==> src/rtl/double_ball_ctrl_pkg.sv <==
// rtl/double_ball_ctrl_pkg.sv - shared types and frame constants for the double-ball power-up
// Purpose: state encoding, counter width and default durations shared by the
//          controller and by game logic that reads double_active.
package dbl_pkg;

  typedef enum logic [1:0] {
    COOLDOWN = 2'd0,
    READY    = 2'd1,
    ACTIVE   = 2'd2
  } dbl_state_t;

  localparam int CNT_W = 12;

  localparam int DEF_COOLDOWN_FRAMES = 600;
  localparam int DEF_ACTIVE_FRAMES   = 480;
  localparam int DEF_BLINK_FRAMES    = 120;
  localparam int DEF_BLINK_HALF      = 8;

  // Frame countdown step that saturates at zero.
  function automatic logic [CNT_W-1:0] dec_sat(input logic [CNT_W-1:0] v);
    return (v == '0) ? '0 : v - CNT_W'(1);
  endfunction

endpackage

==> src/rtl/double_ball_ctrl_if.sv <==
// rtl/double_ball_ctrl_if.sv - game-side signal bundle of the double-ball controller
// Purpose: groups frame/key/goal inputs and icon/status outputs.
// Ports (signals): startOfFrame, game_run, key_dbN, goal_evt  -> controller
//                  icon_ena, double_active, frames_left, state_dbg <- controller
interface double_ball_ctrl_if;
  import dbl_pkg::*;

  logic             startOfFrame;
  logic             game_run;
  logic             key_dbN;
  logic             goal_evt;
  logic             icon_ena;
  logic             double_active;
  logic [CNT_W-1:0] frames_left;
  logic [1:0]       state_dbg;

  modport master (
    output startOfFrame, game_run, key_dbN, goal_evt,
    input  icon_ena, double_active, frames_left, state_dbg
  );

  modport slave (
    input  startOfFrame, game_run, key_dbN, goal_evt,
    output icon_ena, double_active, frames_left, state_dbg
  );
endinterface

==> src/rtl/double_ball_ctrl_key_edge_sync.sv <==
// rtl/double_ball_ctrl_key_edge_sync.sv - key synchroniser with one-cycle falling-edge pulse
// Purpose: brings an asynchronous active-low button into the CLK domain and
//          emits a single press pulse per fall; a held key yields one pulse.
// Ports: CLK, RESETn (async active-low), key_n_i (raw pin), press_o (pulse)
module key_edge_sync (
  input  logic CLK,
  input  logic RESETn,
  input  logic key_n_i,
  output logic press_o
);

  // All flops reset to the released level so no press appears out of reset.
  logic sync1_q, sync2_q, last_q;

  always_ff @(posedge CLK or negedge RESETn) begin
    if (!RESETn) begin
      sync1_q <= 1'b1;
      sync2_q <= 1'b1;
      last_q  <= 1'b1;
    end else begin
      sync1_q <= key_n_i;
      sync2_q <= sync1_q;
      last_q  <= sync2_q;
    end
  end

  // Decoded from flops only, so the consumer acts on the third edge after the fall.
  assign press_o = last_q & ~sync2_q;

endmodule

==> src/rtl/double_ball_ctrl.sv <==
// rtl/double_ball_ctrl.sv - cooldown / ready / active sequencer for the double-ball power-up
// Purpose: counts frames through cooldown, offers the icon, runs the active
//          double-ball period with a blinking icon near its end.
// Ports: CLK, RESETn (async active-low), bus (double_ball_ctrl_if.slave)
module double_ball_ctrl
  import dbl_pkg::*;
#(
  parameter int COOLDOWN_FRAMES = DEF_COOLDOWN_FRAMES,
  parameter int ACTIVE_FRAMES   = DEF_ACTIVE_FRAMES,
  parameter int BLINK_FRAMES    = DEF_BLINK_FRAMES,
  parameter int BLINK_HALF      = DEF_BLINK_HALF
) (
  input  logic CLK,
  input  logic RESETn,
  double_ball_ctrl_if.slave bus
);

  localparam logic [CNT_W-1:0] CD_C  = CNT_W'(COOLDOWN_FRAMES);
  localparam logic [CNT_W-1:0] ACT_C = CNT_W'(ACTIVE_FRAMES);
  localparam logic [CNT_W-1:0] BLK_C = CNT_W'(BLINK_FRAMES);
  localparam logic [8:0]       BH_C  = 9'(BLINK_HALF);
  localparam logic [8:0]       BPM_C = 9'(2 * BLINK_HALF - 1);

  logic press;
  logic tick;

  key_edge_sync u_key (
    .CLK    (CLK),
    .RESETn (RESETn),
    .key_n_i(bus.key_dbN),
    .press_o(press)
  );

  assign tick = bus.startOfFrame & bus.game_run;

  dbl_state_t       state_q, state_d;
  logic [CNT_W-1:0] frames_q, frames_d;
  logic [8:0]       blink_q, blink_d;
  logic             icon_q, icon_d;
  logic             double_q, double_d;

  always_comb begin
    state_d  = state_q;
    frames_d = frames_q;
    blink_d  = blink_q;
    case (state_q)
      COOLDOWN: begin
        if (tick) begin
          if (frames_q <= CNT_W'(1)) begin
            state_d  = READY;
            frames_d = '0;
          end else begin
            frames_d = dec_sat(frames_q);
          end
        end
      end
      READY: begin
        // A press while paused is dropped, not held for later.
        if (press && bus.game_run) begin
          state_d  = ACTIVE;
          frames_d = ACT_C;
          blink_d  = '0;
        end
      end
      ACTIVE: begin
        // A goal wins over a coincident expiry tick; both land in a fresh cooldown.
        if (bus.goal_evt) begin
          state_d  = COOLDOWN;
          frames_d = CD_C;
        end else if (tick) begin
          if (frames_q <= CNT_W'(1)) begin
            state_d  = COOLDOWN;
            frames_d = CD_C;
          end else begin
            frames_d = dec_sat(frames_q);
            // Blink phase restarts exactly when the blink window opens.
            if (frames_d == BLK_C)     blink_d = '0;
            else if (blink_q >= BPM_C) blink_d = '0;
            else                       blink_d = blink_q + 9'd1;
          end
        end
      end
      default: begin
        state_d  = COOLDOWN;
        frames_d = CD_C;
      end
    endcase

    double_d = (state_d == ACTIVE);
    icon_d   = (state_d == READY) ||
               ((state_d == ACTIVE) && ((frames_d > BLK_C) || (blink_d < BH_C)));
  end

  always_ff @(posedge CLK or negedge RESETn) begin
    if (!RESETn) begin
      state_q  <= COOLDOWN;
      frames_q <= CD_C;
      blink_q  <= '0;
      icon_q   <= 1'b0;
      double_q <= 1'b0;
    end else begin
      state_q  <= state_d;
      frames_q <= frames_d;
      blink_q  <= blink_d;
      icon_q   <= icon_d;
      double_q <= double_d;
    end
  end

  assign bus.icon_ena      = icon_q;
  assign bus.double_active = double_q;
  assign bus.frames_left   = frames_q;
  assign bus.state_dbg     = state_q;

endmodule

==> src/flat_wrapper.sv <==
// flat-port wrapper written by rule: the top's interface ports become plain ports
module double_ball_ctrl_flat import dbl_pkg::*;
#(
  parameter int COOLDOWN_FRAMES = DEF_COOLDOWN_FRAMES,
  parameter int ACTIVE_FRAMES   = DEF_ACTIVE_FRAMES,
  parameter int BLINK_FRAMES    = DEF_BLINK_FRAMES,
  parameter int BLINK_HALF      = DEF_BLINK_HALF
)
  (CLK, RESETn, bus_startOfFrame, bus_game_run, bus_key_dbN, bus_goal_evt, bus_icon_ena, bus_double_active, bus_frames_left, bus_state_dbg);
  double_ball_ctrl_if bus_i ();
  input  logic CLK;
  input  logic RESETn;
  input wire logic [$bits(bus_i.startOfFrame)-1:0] bus_startOfFrame;
  input wire logic [$bits(bus_i.game_run)-1:0] bus_game_run;
  input wire logic [$bits(bus_i.key_dbN)-1:0] bus_key_dbN;
  input wire logic [$bits(bus_i.goal_evt)-1:0] bus_goal_evt;
  output wire logic [$bits(bus_i.icon_ena)-1:0] bus_icon_ena;
  output wire logic [$bits(bus_i.double_active)-1:0] bus_double_active;
  output wire logic [$bits(bus_i.frames_left)-1:0] bus_frames_left;
  output wire logic [$bits(bus_i.state_dbg)-1:0] bus_state_dbg;
  assign bus_i.startOfFrame = bus_startOfFrame;
  assign bus_i.game_run = bus_game_run;
  assign bus_i.key_dbN = bus_key_dbN;
  assign bus_i.goal_evt = bus_goal_evt;
  assign bus_icon_ena = bus_i.icon_ena;
  assign bus_double_active = bus_i.double_active;
  assign bus_frames_left = bus_i.frames_left;
  assign bus_state_dbg = bus_i.state_dbg;
  double_ball_ctrl #(.COOLDOWN_FRAMES(COOLDOWN_FRAMES), .ACTIVE_FRAMES(ACTIVE_FRAMES), .BLINK_FRAMES(BLINK_FRAMES), .BLINK_HALF(BLINK_HALF)) u_core (.CLK(CLK), .RESETn(RESETn), .bus(bus_i));
endmodule
==> config.mk <==
export PLATFORM = sky130hd
export DESIGN_NAME = double_ball_ctrl_flat
export DESIGN_NICKNAME = d
export VERILOG_FILES = /design/src/rtl/double_ball_ctrl_pkg.sv /design/src/rtl/double_ball_ctrl_if.sv /design/src/rtl/double_ball_ctrl_key_edge_sync.sv /design/src/rtl/double_ball_ctrl.sv /design/src/flat_wrapper.sv
export SDC_FILE = /design/constraint.sdc
export NUM_CORES = 1
export LEC_CHECK = 0
export ABC_CLOCK_PERIOD_IN_PS = 4500
export CORE_MARGIN = 2
export CORE_UTILIZATION = 39
export CTS_CLUSTER_DIAMETER = 100
export DETAILED_ROUTE_END_ITERATION = 7
export PLACE_DENSITY = 0.66
export SKIP_LAST_GASP = 1
export SLEW_MARGIN = 5
export SYNTH_ARGS = -nofsm -noshare
export SYNTH_HDL_FRONTEND = slang
export SYNTH_SLANG_ARGS = --single-unit
export TNS_END_PERCENT = 10
==> constraint.sdc <==
create_clock -name CLK -period 4.5 [get_ports CLK]
set_clock_uncertainty 0.15 [all_clocks]
set_input_delay 0.9 -clock CLK [delete_from_list [all_inputs] [get_ports CLK]]
set_output_delay 0.9 -clock CLK [all_outputs]
set_load 0.01 [all_outputs]
After elaboration in Yosys (flattened, before gate mapping):

Index checks and enable logic that the tools add are counted.

* add/sub/neg operators: 2
* multipliers: 0
* divide/modulo/power cells: 0
* $lt $le $gt $ge: 4
* equal/unequal tests: 5
* shifts and indexed selects: 0
* mux-type cells: 22
* bitwise logic cells: 3
* reductions and logical operators: 6

Operators by type and width (number)
* 12-bit 2-to-1 mux: 7
* 9-bit 2-to-1 mux: 6
* 12-bit one-hot mux with 3 select lines: 1
* 9-bit one-hot mux with 2 select lines: 1
* 12-bit by 7-bit == test with 1-bit output, second input constant: 1
* 12-bit by 7-bit > comparator with 1-bit output, second input constant: 1
* 12-bit by 1-bit <= comparator with 1-bit output, second input constant: 1
* 12-bit logical NOT: 1
* 2-bit 2-to-1 mux: 6
* 12-bit by 1-bit subtractor with 12-bit output, second input constant: 1
* 9-bit by 1-bit adder with 9-bit output, second input constant: 1
* 9-bit by 4-bit greater-or-equal comparator with 1-bit output, second input constant: 1
* 9-bit by 4-bit less-than comparator with 1-bit output, second input constant: 1
* 2-bit one-hot mux with 3 select lines: 1
* 2-bit by 1-bit == test with 1-bit output, second input constant: 2
* 2-bit == test, second input constant: 2
* 1-bit bitwise AND: 2
* 1-bit logical AND: 2
* 2-bit logical NOT: 1
* 1-bit logical OR: 2
* 1-bit NOT: 1

* register bits: 28
* bits in latches: 0
* memory bits (writable): 0
* ROM bits: 0
* input port bits: 6
* output and inout bits: 16
* logic and storage cells: 50
* memories kept: 0

Depth between registers and ports, before layout:

* word-level depth: 12
* mapped depth: 11
* gate-level depth less buffers: 10

Cells and area by module:

From an unflattened synthesis, not the netlist that was laid out.

* cells, all modules: 227
* area total of the unflattened synthesis: 1996.9 µm²

By module, submodules not included
* double_ball_ctrl: instances 1, cells an instance 223, area each 1904.3 µm², seq. area each 630.6 µm²
* key_edge_sync: instances 1, cells an instance 4, area each 92.6 µm², seq. area each 78.8 µm²

Worst setup path after synthesis:

OpenSTA, ideal clock, no wires.

* path type: register to register
* start: register u_core.frames_q[0] (netlist: u_core.bus.frames_left[0])
* end: register u_core.icon_q (netlist: u_core.bus.icon_ena)
* setup time: 0.066 ns
* arrival: 2.687 ns
* setup slack: 1.597 ns
* stages on the path, launching flop included: 11
* path buffers: 1
* cell sequence: dfrtp_1 > inv_1 > ha_1 > o2111a_1 > or3_1 > buf_2 > or2_2 > o31ai_1 > a31oi_1 > a2111oi_2 > a22o_1

* cells in the longest elaborated chain, start to end: 12
* elaborated cells between the ends (all ways): 30
* those cells by class: add/sub: 1; order compare: 3; eq/ne: 3; mux: 19; reduce/logical: 4

Ends and longest elaborated chain
* from (decl): line double_ball_ctrl.sv:37 `logic [CNT_W-1:0] frames_q, frames_d;`
* from (signal assigned): line double_ball_ctrl.sv:103 `frames_q <= frames_d;`
* 12-bit by 1-bit subtractor with 12-bit output or 12-bit logical NOT (tied branches): line double_ball_ctrl_pkg.sv:21 `return (v == '0) ? '0 : v - CNT_W'(1);`
* 12-bit 2-to-1 mux: line double_ball_ctrl_pkg.sv:21
* 12-bit by 7-bit == test with 1-bit output: line double_ball_ctrl.sv:77 `if (frames_d == BLK_C) blink_d = '0;`
* 9-bit 2-to-1 mux: line double_ball_ctrl.sv:77
* 9-bit 2-to-1 mux: line double_ball_ctrl.sv:71 `if (frames_q <= CNT_W'(1)) begin`
* 9-bit 2-to-1 mux: line double_ball_ctrl.sv:70 `end else if (tick) begin`
* 9-bit 2-to-1 mux: line double_ball_ctrl.sv:67 `if (bus.goal_evt) begin`
* 9-bit one-hot mux with 2 select lines: line double_ball_ctrl.sv:46 `case (state_q)`
* 9-bit by 4-bit less-than comparator with 1-bit output: line double_ball_ctrl.sv:91 `((state_d == ACTIVE) && ((frames_d > BLK_C) || (blink_d < BH_C)));`
* 1-bit logical OR: line double_ball_ctrl.sv:91
* 1-bit logical AND: line double_ball_ctrl.sv:91
* 1-bit logical OR *: line double_ball_ctrl.sv:90 `icon_d = (state_d == READY) ||`
* net u_core.icon_d: line double_ball_ctrl.sv:39 `logic icon_q, icon_d;`
* to (signal assigned): line double_ball_ctrl.sv:105 `icon_q <= icon_d;`
* to (decl): line double_ball_ctrl.sv:39

The timed path passes the listed nets; every way through them passes the cells marked *.

Worst setup path in the final report:

Ends and elaborated chain as after synthesis.

==> flow_summary.json <==
{
  "antenna_found_initial": 0,
  "drcViolationCount": 0,
  "die_area_um2": 5880,
  "arrival_ns": 3.48,
  "ant_nets": 0,
  "slew-limit-headroom_pct": 53.8,
  "h-tree-depth": 1,
  "post_drt_wl_per_cell_um": 16.1,
  "ios": 22,
  "path_clk_slew_ns": 0.10,
  "grt_max_degree": 29,
  "finalCritPeriodShare_pct": 75.9,
  "ys_types": 57,
  "synth_nets": 254,
  "worstMarginPinSlew_ns": 0.693,
  "yosysTopAreaCell": "dfrtp_1",
  "numCtsBuffers": 3,
  "crit_type": "flop to flop",
  "synthArstFlopShare_pct": 100,
  "syn_inst": 240,
  "period_needed_ns": 3.41,
  "total_leakage_power_uw": 0.000950,
  "synth.area.top_cells": "dfrtp_1 (25%), dfstp_2 (8.9%), ha_1 (4.9%), o21ai_0 (4.1%), nand2_1 (4.0%)",
  "cts.repair.resized": 0,
  "final.setup.tns_ns": 0,
  "dr.first_iter.drc_count": 129,
  "rsz0062_at_grt": "no",
  "pre_cts_slack_ns": 0.861,
  "die_h_um": 76.7,
  "ys_ff_latch": 28,
  "slew_violations": 0,
  "grt_pass1_vias": 1870,
  "crit_fanout": 13,
  "fmax_mhz": 293,
  "io_buffers": 21,
  "ir_drop_uv": 213,
  "synthTopCellsByCount": "nand2_1 (22), dfrtp_1 (21), nor2_1 (17), o21ai_0 (17), a21oi_1 (13)",
  "hold_viol_final": 0,
  "initial_utilization_pct": 40.4,
  "clock_path_buffers": 2,
  "postCtsHoldBufs": 0,
  "cts_setup_buffers": 0,
  "grt_pass1_wl_um": 9130,
  "synth_edf_count": 0,
  "fillers": 520,
  "yosys.area.top_type_share_pct": 25.5,
  "syn_avg_cell_area_um2": 8.59,
  "grt_overflow": 0,
  "fin_cells": 324,
  "dr.pass1.iters": 4,
  "coreArea_um2": 5110,
  "cts_root_buffer": "clkbuf_8",
  "gp_congestion": 0.858,
  "drv_cap": 0,
  "cp.required_ns": 4.57,
  "cp-end-kind": "flop",
  "via_per_inst": 5.92,
  "routed_wl_um": 5210,
  "tritoncts": "done",
  "die_w_um": 76.7,
  "yosys.cell_count.top_type": "nand2_1",
  "hpwl_um": 3880,
  "clkSinkCount": 28,
  "rows": 26,
  "layout-drive-gt1-share_pct": 11.8,
  "clock_latency_ns": 0.28,
  "setup_viol": 0,
  "syn_area_um2": 2060,
  "synth-main-ff-cell": "dfrtp_1",
  "vias": 1917,
  "insertedDiodeCount": 0,
  "report.power.total_uw": 1540,
  "setup_ws_ns": 1.09,
  "dp_cells": 320,
  "nets": 269,
  "power_density_nw_per_um2": 645,
  "utilization_pct": 46.6,
  "grt_use_total_pct": 18.9,
  "syn2layout_area_growth_pct": 15.5,
  "critPathLaunchType": "flop",
  "synth_warnings": 0,
  "hp-class": "flop to flop",
  "outcome": "finished clean",
  "ys_seq_area_share_pct": 34.4
}
worst max-delay path, stage by stage (launching register included):
cell and delay [ns]:
dfrtp_1 0.48, inv_1 0.16, ha_1 0.42, or3b_1 0.49, or3b_2 0.51, a21oi_2 0.16, o2111ai_2 0.18, a21oi_2 0.28
a31oi_1 0.08, a2111oi_2 0.29, a22o_1 0.17
cell usage in the layout (no fill, tap or decap), types with 4 or more instances in the layout:
cell	count
nand4b_1	5
dfrtp_1	21
ha_1	8
dfstp_2	7
nand2_1	22
a21oi_1	13
a31oi_1	6
or3_1	4
a21o_1	4
and2_1	6
nor2_1	17
nand2b_1	4
nor2b_1	5
inv_1	7
o21ai_0	17
clkdlybuf4s50_1	21
nand3_1	10
nor3_1	10
metrics by stage:
step           instance area [µm²]  hold slack, ns
2_1_floorplan                 2060           0.195
3_3_place_gp                  2310           0.197
3_5_place_dp                  2310           0.197
4_1_cts                       2380           0.212
5_1_grt                       2380           0.222
6_report                      2380           0.211
flip-flops by register name (all words and copies together), names as in the netlist:
name                      count
u_core.blink_q                9
u_core.bus.double_active      1
u_core.u_key.sync2_q          1
u_core.bus.icon_ena           1
u_core.u_key.last_q           1
u_core.bus.state_dbg          2
u_core.u_key.sync1_q          1
u_core.bus.frames_left       12
power by group:
part / switching, µW / total, µW / internal [µW]
logic: 504 / 892 / 388
clock network: 81.1 / 200 / 119
registers: 121 / 443 / 322
total: 706 / 1540 / 830
kinds of logic after synthesis:
| group | after synthesis | synth area share, % |
|---|---|---|
| xor+xnor | 1 | 0.425 |
| flops | 28 | 34.4 |
| buf+inv | 19 | 4.00 |
| simple gates | 113 | 32.3 |
| compound gates | 69 | 23.0 |
| mux | 2 | 1.03 |
| fa+ha+maj | 8 | 4.85 |
path summary, 6_finish.rpt:
check                                                    start                                  end  slack, ns  cells past startpoint
max reg2reg                u_core.bus.frames_left[0]$_DFF_PN0_        u_core.bus.icon_ena$_DFF_PN0_       1.09                     10
max                        u_core.bus.frames_left[0]$_DFF_PN0_        u_core.bus.icon_ena$_DFF_PN0_       1.09                     10
min in group asynchronous                               RESETn  u_core.bus.frames_left[2]$_DFF_PN0_       0.85                      2
min                             u_core.u_key.sync1_q$_DFF_PN1_       u_core.u_key.sync2_q$_DFF_PN1_       0.21                      0
min reg2reg                     u_core.u_key.sync1_q$_DFF_PN1_       u_core.u_key.sync2_q$_DFF_PN1_       0.21                      0
max in group asynchronous                               RESETn  u_core.bus.frames_left[9]$_DFF_PN1_       3.03                      2
area by class of cell:
type                    instances  area, µm²  area share [%]
multi-input cells             193       1270            53.3
clock buffers                   3       41.3            1.73
repair buffers                 22        218            9.14
inverters                       7       26.3            1.10
well taps                      70       87.6            3.68
clock inverters                 1       30.0            1.26
flip-flops and latches         28        709            29.8
per-layer routing:
| metal | global-route usage (%) | part of all wire [%] |
|---|---|---|
| met1 | 24.2 | 45 |
| met2 | 33.3 | 48 |
| met3 | 3.06 | 5.6 |
| met4 | 4.73 | 1.4 |
| met5 | 0 | 0 |
(Power assumes the default switching activity.)
